File: src/rtl/div_share_arbiter.sv
// Round-robin arbiter sharing one sequential divider among NREQ requesters.
// Optional divider watchdog is enabled with `define DIV_TIMEOUT_EN.
module div_share_arbiter #(
    parameter int NREQ    = 4,
    parameter int WIDTH   = 32,
    parameter int TIMEOUT = 64
) (
    input  logic                  clk,
    input  logic                  reset_n,
    input  logic [NREQ-1:0]       req_valid,
    output logic [NREQ-1:0]       req_ready,
    input  logic [NREQ*WIDTH-1:0] req_dividend,
    input  logic [NREQ*WIDTH-1:0] req_divisor,
    output logic [NREQ-1:0]       rsp_valid,
    input  logic [NREQ-1:0]       rsp_ready,
    output logic [WIDTH-1:0]      rsp_quotient,
    output logic [WIDTH-1:0]      rsp_remainder,
    output logic                  rsp_div0,
    output logic                  rsp_err,
    output logic                  div_start,
    output logic [WIDTH-1:0]      div_dividend,
    output logic [WIDTH-1:0]      div_divisor,
    input  logic                  div_done,
    input  logic [WIDTH-1:0]      div_quotient,
    input  logic [WIDTH-1:0]      div_remainder
);

    localparam int IW = $clog2(NREQ);

    localparam logic [1:0] S_IDLE   = 2'd0;
    localparam logic [1:0] S_LAUNCH = 2'd1;
    localparam logic [1:0] S_WAIT   = 2'd2;
    localparam logic [1:0] S_RESP   = 2'd3;

    if (NREQ < 2 || NREQ > 8 || TIMEOUT < 1) begin : g_bad_param
        $error("div_share_arbiter: NREQ must be 2..8 and TIMEOUT >= 1");
    end

    logic [1:0]       state;
    logic [1:0]       state_nxt;
    logic [IW-1:0]    rr_ptr;
    logic [IW-1:0]    idx;
    logic [IW-1:0]    grant;
    logic [IW-1:0]    rr_nxt;
    logic             found;
    logic             accept;
    logic             rsp_hs;
    logic             done_hit;
    logic             tmo_hit;
    logic             sel_zero;
    logic [WIDTH-1:0] sel_dvd;
    logic [WIDTH-1:0] sel_dvs;

    // First valid requester at or above rr_ptr, wrapping around.
    always_comb begin
        found = 1'b0;
        grant = '0;
        for (int k = 0; k < NREQ; k++) begin
            int j;
            j = int'(rr_ptr) + k;
            if (j >= NREQ) j = j - NREQ;
            if (!found && req_valid[j]) begin
                found = 1'b1;
                grant = IW'(j);
            end
        end
    end

    assign sel_dvd  = req_dividend[int'(grant)*WIDTH +: WIDTH];
    assign sel_dvs  = req_divisor[int'(grant)*WIDTH +: WIDTH];
    assign sel_zero = (sel_dvs == '0);
    assign rr_nxt   = (grant == IW'(NREQ - 1)) ? '0 : grant + 1'b1;

    assign accept   = (state == S_IDLE) && found;
    assign done_hit = (state == S_WAIT) && div_done;
    assign rsp_hs   = (state == S_RESP) && rsp_ready[idx];

    assign div_start = (state == S_LAUNCH);

    always_comb begin
        req_ready = '0;
        if (accept) req_ready[grant] = 1'b1;
    end

    always_comb begin
        rsp_valid = '0;
        if (state == S_RESP) rsp_valid[idx] = 1'b1;
    end

`ifdef DIV_TIMEOUT_EN
    localparam int TW = $clog2(TIMEOUT + 1);

    logic [TW-1:0] tmo_cnt;
    logic          err_q;

    assign tmo_hit = (state == S_WAIT) && !div_done &&
                     (tmo_cnt == TW'(TIMEOUT - 1));
    assign rsp_err = err_q;

    always_ff @(posedge clk or negedge reset_n) begin
        if (!reset_n) begin
            tmo_cnt <= '0;
        end else if (state == S_LAUNCH) begin
            tmo_cnt <= '0;
        end else if (state == S_WAIT) begin
            tmo_cnt <= tmo_cnt + 1'b1;
        end
    end

    always_ff @(posedge clk or negedge reset_n) begin
        if (!reset_n) begin
            err_q <= 1'b0;
        end else if (accept || done_hit) begin
            err_q <= 1'b0;
        end else if (tmo_hit) begin
            err_q <= 1'b1;
        end
    end
`else
    assign tmo_hit = 1'b0;
    assign rsp_err = 1'b0;
`endif

    always_comb begin
        state_nxt = state;
        case (state)
            S_IDLE: begin
                if (accept) state_nxt = sel_zero ? S_RESP : S_LAUNCH;
            end
            S_LAUNCH: state_nxt = S_WAIT;
            S_WAIT: begin
                if (done_hit || tmo_hit) state_nxt = S_RESP;
            end
            S_RESP: begin
                if (rsp_hs) state_nxt = S_IDLE;
            end
            default: state_nxt = S_IDLE;
        endcase
    end

    always_ff @(posedge clk or negedge reset_n) begin
        if (!reset_n) begin
            state <= S_IDLE;
        end else begin
            state <= state_nxt;
        end
    end

    always_ff @(posedge clk or negedge reset_n) begin
        if (!reset_n) begin
            rr_ptr       <= '0;
            idx          <= '0;
            div_dividend <= '0;
            div_divisor  <= '0;
        end else if (accept) begin
            rr_ptr       <= rr_nxt;
            idx          <= grant;
            div_dividend <= sel_dvd;
            div_divisor  <= sel_dvs;
        end
    end

    // Zero divisors are answered here and never reach the divider.
    always_ff @(posedge clk or negedge reset_n) begin
        if (!reset_n) begin
            rsp_quotient  <= '0;
            rsp_remainder <= '0;
            rsp_div0      <= 1'b0;
        end else if (accept && sel_zero) begin
            rsp_quotient  <= '1;
            rsp_remainder <= sel_dvd;
            rsp_div0      <= 1'b1;
        end else if (done_hit) begin
            rsp_quotient  <= div_quotient;
            rsp_remainder <= div_remainder;
            rsp_div0      <= 1'b0;
        end else if (tmo_hit) begin
            rsp_quotient  <= '0;
            rsp_remainder <= '0;
            rsp_div0      <= 1'b0;
        end
    end

endmodule
File: config.mk
export PLATFORM = sky130hd
export DESIGN_NAME = div_share_arbiter
export DESIGN_NICKNAME = d
export VERILOG_FILES = /design/src/rtl/div_share_arbiter.sv
export SDC_FILE = /design/constraint.sdc
export NUM_CORES = 1
export LEC_CHECK = 0
export ABC_AREA = 1
export CAP_MARGIN = 20
export CORE_AREA = 2 2 184 186
export CTS_BUF_LIST = sky130_fd_sc_hd__clkbuf_16
export CTS_CLUSTER_DIAMETER = 30
export DETAILED_ROUTE_END_ITERATION = 8
export DIE_AREA = 0 0 186 188
export PLACE_DENSITY_LB_ADDON = 0.25
export SLEW_MARGIN = 20
export SYNTH_ARGS = -nofsm -noshare
export SYNTH_HDL_FRONTEND = slang
export SYNTH_SLANG_ARGS = --single-unit
File: constraint.sdc
create_clock -name clk -period 2.9 [get_ports clk]
set_input_delay 0.29 -clock clk [delete_from_list [all_inputs] [get_ports clk]]
set_output_delay 0.29 -clock clk [all_outputs]
set_load 0.02 [all_outputs]
* Word level (Yosys, flattened, before mapping)
Index checks and enable logic that the tools add are counted.
** Cells by class
- Shift operators :: 2
- Muxes and demuxes :: 44
- Order comparisons :: 12
- Add/sub/neg operators :: 8
- Reductions and logical operators :: 16
- Equality and inequality tests :: 7
** Operator list (count)
- two-way mux 32 bit :: 8
- indexed part select 128 x 8 -> 32 bit :: 2
- less-than comparator 32 x 4 -> 1 bit (second input constant) :: 4
- zero test 32 bit :: 1
- two-way mux 2 bit :: 9
- two-way mux 1 bit :: 17
- subtractor 3 x 3 -> 4 bit (second input constant) :: 3
- binary-select mux 1 bit (select 2 bit) :: 5
- >= comparator 3 bit (second input constant) :: 3
- logical AND 1 bit :: 9
- two-way mux 4 bit :: 2
- one-hot mux 2 bit (4 select lines) :: 1
- adder 2 x 2 -> 3 bit (second input constant) :: 2
- == test 2 bit (second input constant) :: 3
- less-than comparator 2 x 3 -> 1 bit (second input constant) :: 2
- != test 2 bit (second input constant) :: 3
- demux 1 bit (select 2 bit) :: 2
- >= comparator 2 x 1 -> 1 bit (second input constant) :: 2
- subtractor 2 x 3 -> 4 bit (second input constant) :: 1
- adder 2 x 1 -> 3 bit (second input constant) :: 1
- >= comparator 2 x 3 -> 1 bit (second input constant) :: 1
- zero test 1 bit :: 3
- AND reduction 3 bit :: 1
- adder 2 x 1 -> 2 bit (second input constant) :: 1
- other kinds (3) :: 3
** Storage, ports and cells
- Flip-flop bits (word level) :: 135
- Logic and storage cells :: 97
- Input port bits :: 331
- Output and inout bits :: 139

* Logic depth before layout (Yosys ltp)
- Depth after elaboration :: 20
- Gate-level depth with buffers :: 24
- Gate-level depth less buffers :: 21

* Worst setup path after synthesis
OpenSTA, ideal clock, no wires.
- Path kind :: flip-flop to output port
- Start :: register rr_ptr[0]
- End :: output req_ready[2]
- Slack :: 0.174 ns
- Arrival :: 2.436 ns
- Required time :: 2.610 ns
- Cell stages (with the launch flop) :: 16
- Path buffers :: 5
- Path through :: dfrtp_1 -> inv_2 -> buf_4 -> nand2_1 -> nand3_1 -> nand2_1 -> nor2_2 -> nand3_2 -> nand3_2 -> buf_2 -> buf_2 -> buf_2 -> buf_2 -> ha_1 -> inv_1 -> nor2_1
** Between the ends
- Longest elaborated chain between the ends :: 20
- Elaborated cells between the ends (all ways) :: 48
** RTL lines
- start: declaration :: line 41 : logic [IW-1:0] rr_ptr;
- start signal: assignment :: line 156 : rr_ptr <= rr_nxt;
- branches (longest 19 deep; another with subtractor 3 x 3 -> 4 bit)
- two-way mux 4 bit (*) :: line 82 : if (accept) req_ready[grant] = 1'b1;
- end: declaration :: line 11 : output logic [NREQ-1:0] req_ready,
Mark *: on every way between the ends. The select of a mux whose other input is x is not followed.

* Worst setup path after layout
- Start :: register rr_ptr[0]
- End :: register rsp_quotient[4]
** Between the ends
- Longest elaborated chain between the ends :: 19
- Elaborated cells between the ends (all ways) :: 47
** RTL lines
- branches (longest 17 deep; another with subtractor 3 x 3 -> 4 bit)
- logical AND 1 bit (*) :: line 169 : end else if (accept && sel_zero) begin
- two-way mux 32 bit / nonzero test 2 bit (equally long branches)
- end signal: assignment :: line 174 : rsp_quotient <= div_quotient;
- end: declaration :: line 16 : output logic [WIDTH-1:0] rsp_quotient,
Marks and branches as above.
A chain may end at the register's enable or synchronous reset.

==> impl_results.md <==
* Run status: complete, but fails checks
* Failing checks: setup timing
* Vias in the first global route at 10189
* CTS tree: built
* Layout cells sized above 1 at 0.130
* Rows at 67
* Total track usage at 0.212
* Root Driver: clkbuf_16
* Max Cap Viol at 0
* Sw frac at 0.488
* Clock network power share at 0.105
* H-tree depth at 4
* Drc violations at 0
* Drt pass-1 iters at 7
* Layout Cells excl Fill at 2202
* Routability cong. at 0.889
* Die area at 0.0350 mm2
* CP startpoint: rr_ptr[0]
* Final Slew Violations at 0
* Sequential share of power at 0.158
* Final wirelength at 38.9 mm
* RSZ-0062 raised after global routing: yes
* Area added between synthesis and finish at 86.0%
* Reg2reg start: rr_ptr[0]
* P per Cell Area at 1410 mW/mm2
* Syn_area_per_cell at 6.69 um2
* Max IR drop VDD at 0.000726 V
* Pin count of the biggest net entering global routing at 71
* Clock Latency Late Sink at 420 ps
* Via count at 10197
* Placed insts at 2133
* Routed Antenna Nets at 0
* DR WL/cell at 17.6 um
* Hold/Removal Path Class: in -> reg
* Crit path kind: reg -> reg
* ANT cells at 0
* Top cell type by total area after synthesis: dfrtp_1
* CTS Buf Count at 17
* FF-to-FF End: rsp_quotient[4]
* Core area at 0.0331 mm2
* Slew margin rel. at 0.502
* Count leader, synth: nand2_1
* Max frequency at 0.321 GHz
* YS warnings at 0
* Synth cell types at 26
* Mapped cell area at 0.00821 mm2
* Sw Pwr at 10.5 mW
* Leakage power at 6.88 nW
* Crit. End Element: flop
* Initial antenna violation count at 2
* Final Cycle Share at 1.07
* Crit-path max FO at 11
* Synth area leaders: dfrtp_1 41%, nand2_1 22%, nand3_1 11%, nor2_1 6.5%, a21oi_1 3.0%
* Synth top cells by count: 480 x nand2_1, 186 x nand3_1, 143 x nor2_1
* Internal Power at 11.0 mW
* Clk sinks at 135
* CTS Buffer Depth at 2
* Final-report setup violation count at 70
* Share of synthesized flip-flops with an asynchronous set or reset at 1.00
* Register-to-register setup slack at -220 ps
* Global-route wire length before repair at 56.8 mm
* Slew at the pin closest to its max-slew limit at 746 ps
* Die H at 188 um
* Combinational power share at 0.737
* IO buf count at 468
* Hold Fails Final Rpt at 0
* Net Count, Synth at 1566
* Post-Syn Instances at 1227
* Worst R2R Path Depth at 21
* End point of the critical path: rsp_quotient[4]
* CP Data Arrival Time at 3460 ps
* Horiz. Die Dim at 186 um
* Most used DFF post-synth: dfrtp_1
* Fin crit period at 3120 ps
* Final net count at 2081
* Initial DRC Count at 507
* Top cell type's share of synthesized area at 0.411
* Number of flops mapped to enable cells by yosys at 0
* Detailed-route vias per instance at 4.63
* Worst Skew at 16.8 ps
* Register area share after synthesis at 0.411
* CP Launch Type: flop
* Min setup slack post-route at -215 ps
* I/O pin count at 470
* Clock transition at path regs at 70 ps
* Overflow after GRT at 0
* Initial core utilization at 0.248
* Hpwl dp at 28.4 mm
* Power Total at 21.5 mW
* Critical path required time at 3240 ps
* Synth Register Bits at 135
-- layout by cell type, fill, tap and decap left out, types with 3 or more instances in the layout --
cell type        synthesis  routed
a21oi_1                 50      48
clkdlybuf4s50_1          0     463
nand2_1                480     448
a32oi_1                 16      16
nand3_4                  0       3
dfrtp_1                135     133
inv_8                    0       3
nor2_4                   2       4
buf_6                    4       7
o21ai_1                 10      11
nor2_1                 143     139
nand3_1                186     177
nor3_1                  20      19
inv_2                    7       6
buf_8                    0       5
clkbuf_16                0      24
nor2_2                   1       3
ha_1                     8       8
inv_1                   18      17
o21ai_2                 11      11
nand2_4                  0       4
buf_16                   0       4
inv_6                    0       5
nand3_2                  3       9
clkinvlp_4               0       4
buf_12                   0      22
buf_4                    6      74
o21ai_0                 40      39
nand2_2                  0      28
-- worst max-delay path, cell delays in order, from the launching register on --
cell       delay (ps)
dfrtp_2           470
inv_2             130
nand2_1           110
nand2_4           100
nand2_1            80
inv_1             120
nor2_4             50
nand3_4           120
nand3_4           170
buf_12            190
buf_8             130
nand2_1            60
nand3_1            80
nand2_1            90
nand2_1            70
nor2_1            130
nand2_2            80
nor2_4            170
nand3_4           130
buf_12            180
bufbuf_16         280
nand3_1            60
-- cells by family (layout without fill, tap and decap cells) --
| logic type | count (synthesis) | count (layout) | share of synthesized area |
|---|---|---|---|
| AND/OR/NAND/NOR | 837 | 837 | 0.419 |
| adder cells (fa/ha/maj) | 8 | 8 | 0.0122 |
| AO/OA/AOI/OAI | 130 | 130 | 0.0927 |
| buffers and inverters | 116 | 643 | 0.0642 |
| other | 1 | 1 | 0.000457 |
| flip-flops | 135 | 135 | 0.411 |
-- stage by stage --
step | hold slack (ps) | setup slack [ps] | TNS (ps) | utilization | area (um2)
floorplan | -5.59 | 174 | 0 | - | 8210
global placement | 380 | -479 | -28210 | 0.419 | 13900
detailed placement | 381 | -550 | -33300 | 0.419 | 13900
CTS | 438 | -158 | -7700 | 0.450 | 14900
global route | 445 | -417 | -25310 | 0.461 | 15300
finish | 453 | -215 | -11480 | 0.461 | 15300
-- sequential cells by signal (all words and copies together) (netlist names) --
register	flops
rsp_quotient	32
rsp_div0	1
rr_ptr	2
idx	2
div_divisor	32
rsp_remainder	32
div_dividend	32
state	2
-- worst min path at each step --
stage	startpoint	end	depth (start not counted)	slack, ps
after floorplan	reset_n	div_dividend[0]	0	-6
after global placement	reset_n	rsp_div0	1	380
after detailed placement	reset_n	rsp_quotient[15]	1	380
after CTS	div_quotient[9]	rsp_quotient[9]	3	440
after global routing	div_quotient[7]	rsp_quotient[7]	3	440
final	div_quotient[7]	rsp_quotient[7]	3	450
-- power groups by stage --
| stage | Sequential, mW | Clock (mW) | Combinational (mW) |
|---|---|---|---|
| 2_1_floorplan | 4.39 | 0 | 6.77 |
| 3_3_place_gp | 3.38 | 0 | 14.2 |
| 3_5_place_dp | 3.41 | 0 | 14.3 |
| 4_1_cts | 3.40 | 2.32 | 15.2 |
| 5_1_grt | 3.51 | 2.41 | 17.4 |
| 6_report | 3.39 | 2.26 | 15.9 |
-- repair_timing --
action,4_1_cts,5_1_grt
pin swaps,13,16
hold buffers,1,0
resized for setup,60,46
gates cloned,6,7
setup endpoints to repair,70,77
endpoints found under the hold margin,68,0
setup buffers,17,7
-- layer usage --
metal,global-route usage,vias to the layer above,wire length (um)
li1,-,5017,-
met1,0.254,4733,16000
met2,0.370,402,19100
met3,0.0567,41,2930
met4,0.0615,4,838
met5,0,-,31
-- area by class of cell --
type	count	area, um2
fillers	3315	17800
repair buffers	586	6130
multi-input cells	976	4510
flip-flops and latches	135	3380
well taps	448	561
clock buffers	17	425
clock inverters	14	163
inverters	25	106
repair inverters	1	7.51
Power figures use the tool's default switching activity.
==> patch, RTL diff (same flow settings) <==
Set the parameter `NREQ` to 2 (it was 4).
--- a/src/rtl/div_share_arbiter.sv
+++ b/src/rtl/div_share_arbiter.sv
@@ -1,7 +1,7 @@
 // Round-robin arbiter sharing one sequential divider among NREQ requesters.
 // Optional divider watchdog is enabled with `define DIV_TIMEOUT_EN.
 module div_share_arbiter #(
-    parameter int NREQ    = 4,
+    parameter int NREQ    = 2,
     parameter int WIDTH   = 32,
     parameter int TIMEOUT = 64
 ) (
Ports: changed (6 resized); port bits go from 470 to 334. No check against the original RTL was run, so the function may have changed too.
==> patch against the unedited design <==
- utilization fell by 12 points
- wire length is 32% lower
- final area down 27%
- global-route usage shrank 6.2 points
- sequential cell count is 2 lower
- critical path type is now in2out
- setup slack improved by 0.37 ns
- synthesized area fell by 19%
Power is not compared: it rests on default switching activity, and its combinational part moved more than twofold at a synthesized area within 25%.
==> patch: results <==
{
  "gp_congestion": 0.776,
  "vias": 6757,
  "yosysUniqueCellTypes": 31,
  "dp_hpwl_mm": 19.3,
  "seq_share_pct": 29.9,
  "dp.cells": 1594,
  "met1_usage_pct": 19.4,
  "nets": 1369,
  "io_buffers": 332,
  "synth_area_leaders": "dfrtp_1 50%, nand2_1 16%, o21ai_0 5.6%",
  "routed_wl_mm": 26.3,
  "status": "finished clean",
  "top_layer_used": "met4",
  "rrSetupSlack_ns": 0.44,
  "hold_path_class": "in2async",
  "fin_skew_ns": 0.00824,
  "preCtsSetupSlack_ns": -0.0758,
  "antenna_found_initial": 0,
  "rr_endpoint": "rsp_remainder[18]$_DFFE_PN0P_",
  "groute.usage.overall_pct": 15.0,
  "multiInputGateArea_um2": 2890,
  "ys_seq_area_share_pct": 49.9,
  "crit_start": "req_valid[1]",
  "final-nonclk-buf-share_pct": 31.8,
  "drive_above_1_share_pct": 5.34,
  "fillCellCount": 3541,
  "grt_max_degree": 97,
  "cp_slowest_cell": "clkdlybuf4s50_1"
}
-- patch: cell count changes in the layout (fill, tap and decap cells not counted), moves of 20 or more --
cell / unedited run / this run
nand2_1: 448 / 276
clkdlybuf4s50_1: 463 / 331
nand3_1: 177 / 46
buf_4: 74 / 15
nor2_1: 139 / 86
a21oi_1: 48 / 2
o21ai_0: 39 / 75
inv_1: 17 / 52
nand4_1: 2 / 32
nand2_2: 28 / 1
mux2i_1: 0 / 24
nand3b_1: 0 / 20
-- patch: kinds of logic after synthesis --
kind of cell,after synthesis
muxes,24
DFF,133
adders and majority gates,4
and+or+nand+nor,470
other,1
AOI/OAI and AO/OA,107
buffers and inverters,115
-- patch: power groups by stage --
| stage | logic (µW) | clock network, µW | registers [µW] |
|---|---|---|---|
| global route | 5950 | 2520 | 3370 |
| global placement | 5510 | 0 | 3270 |
| CTS | 5550 | 2430 | 3270 |
| floorplan | 1690 | 0 | 4280 |
| detailed placement | 5530 | 0 | 3280 |
| finish | 5450 | 2340 | 3250 |
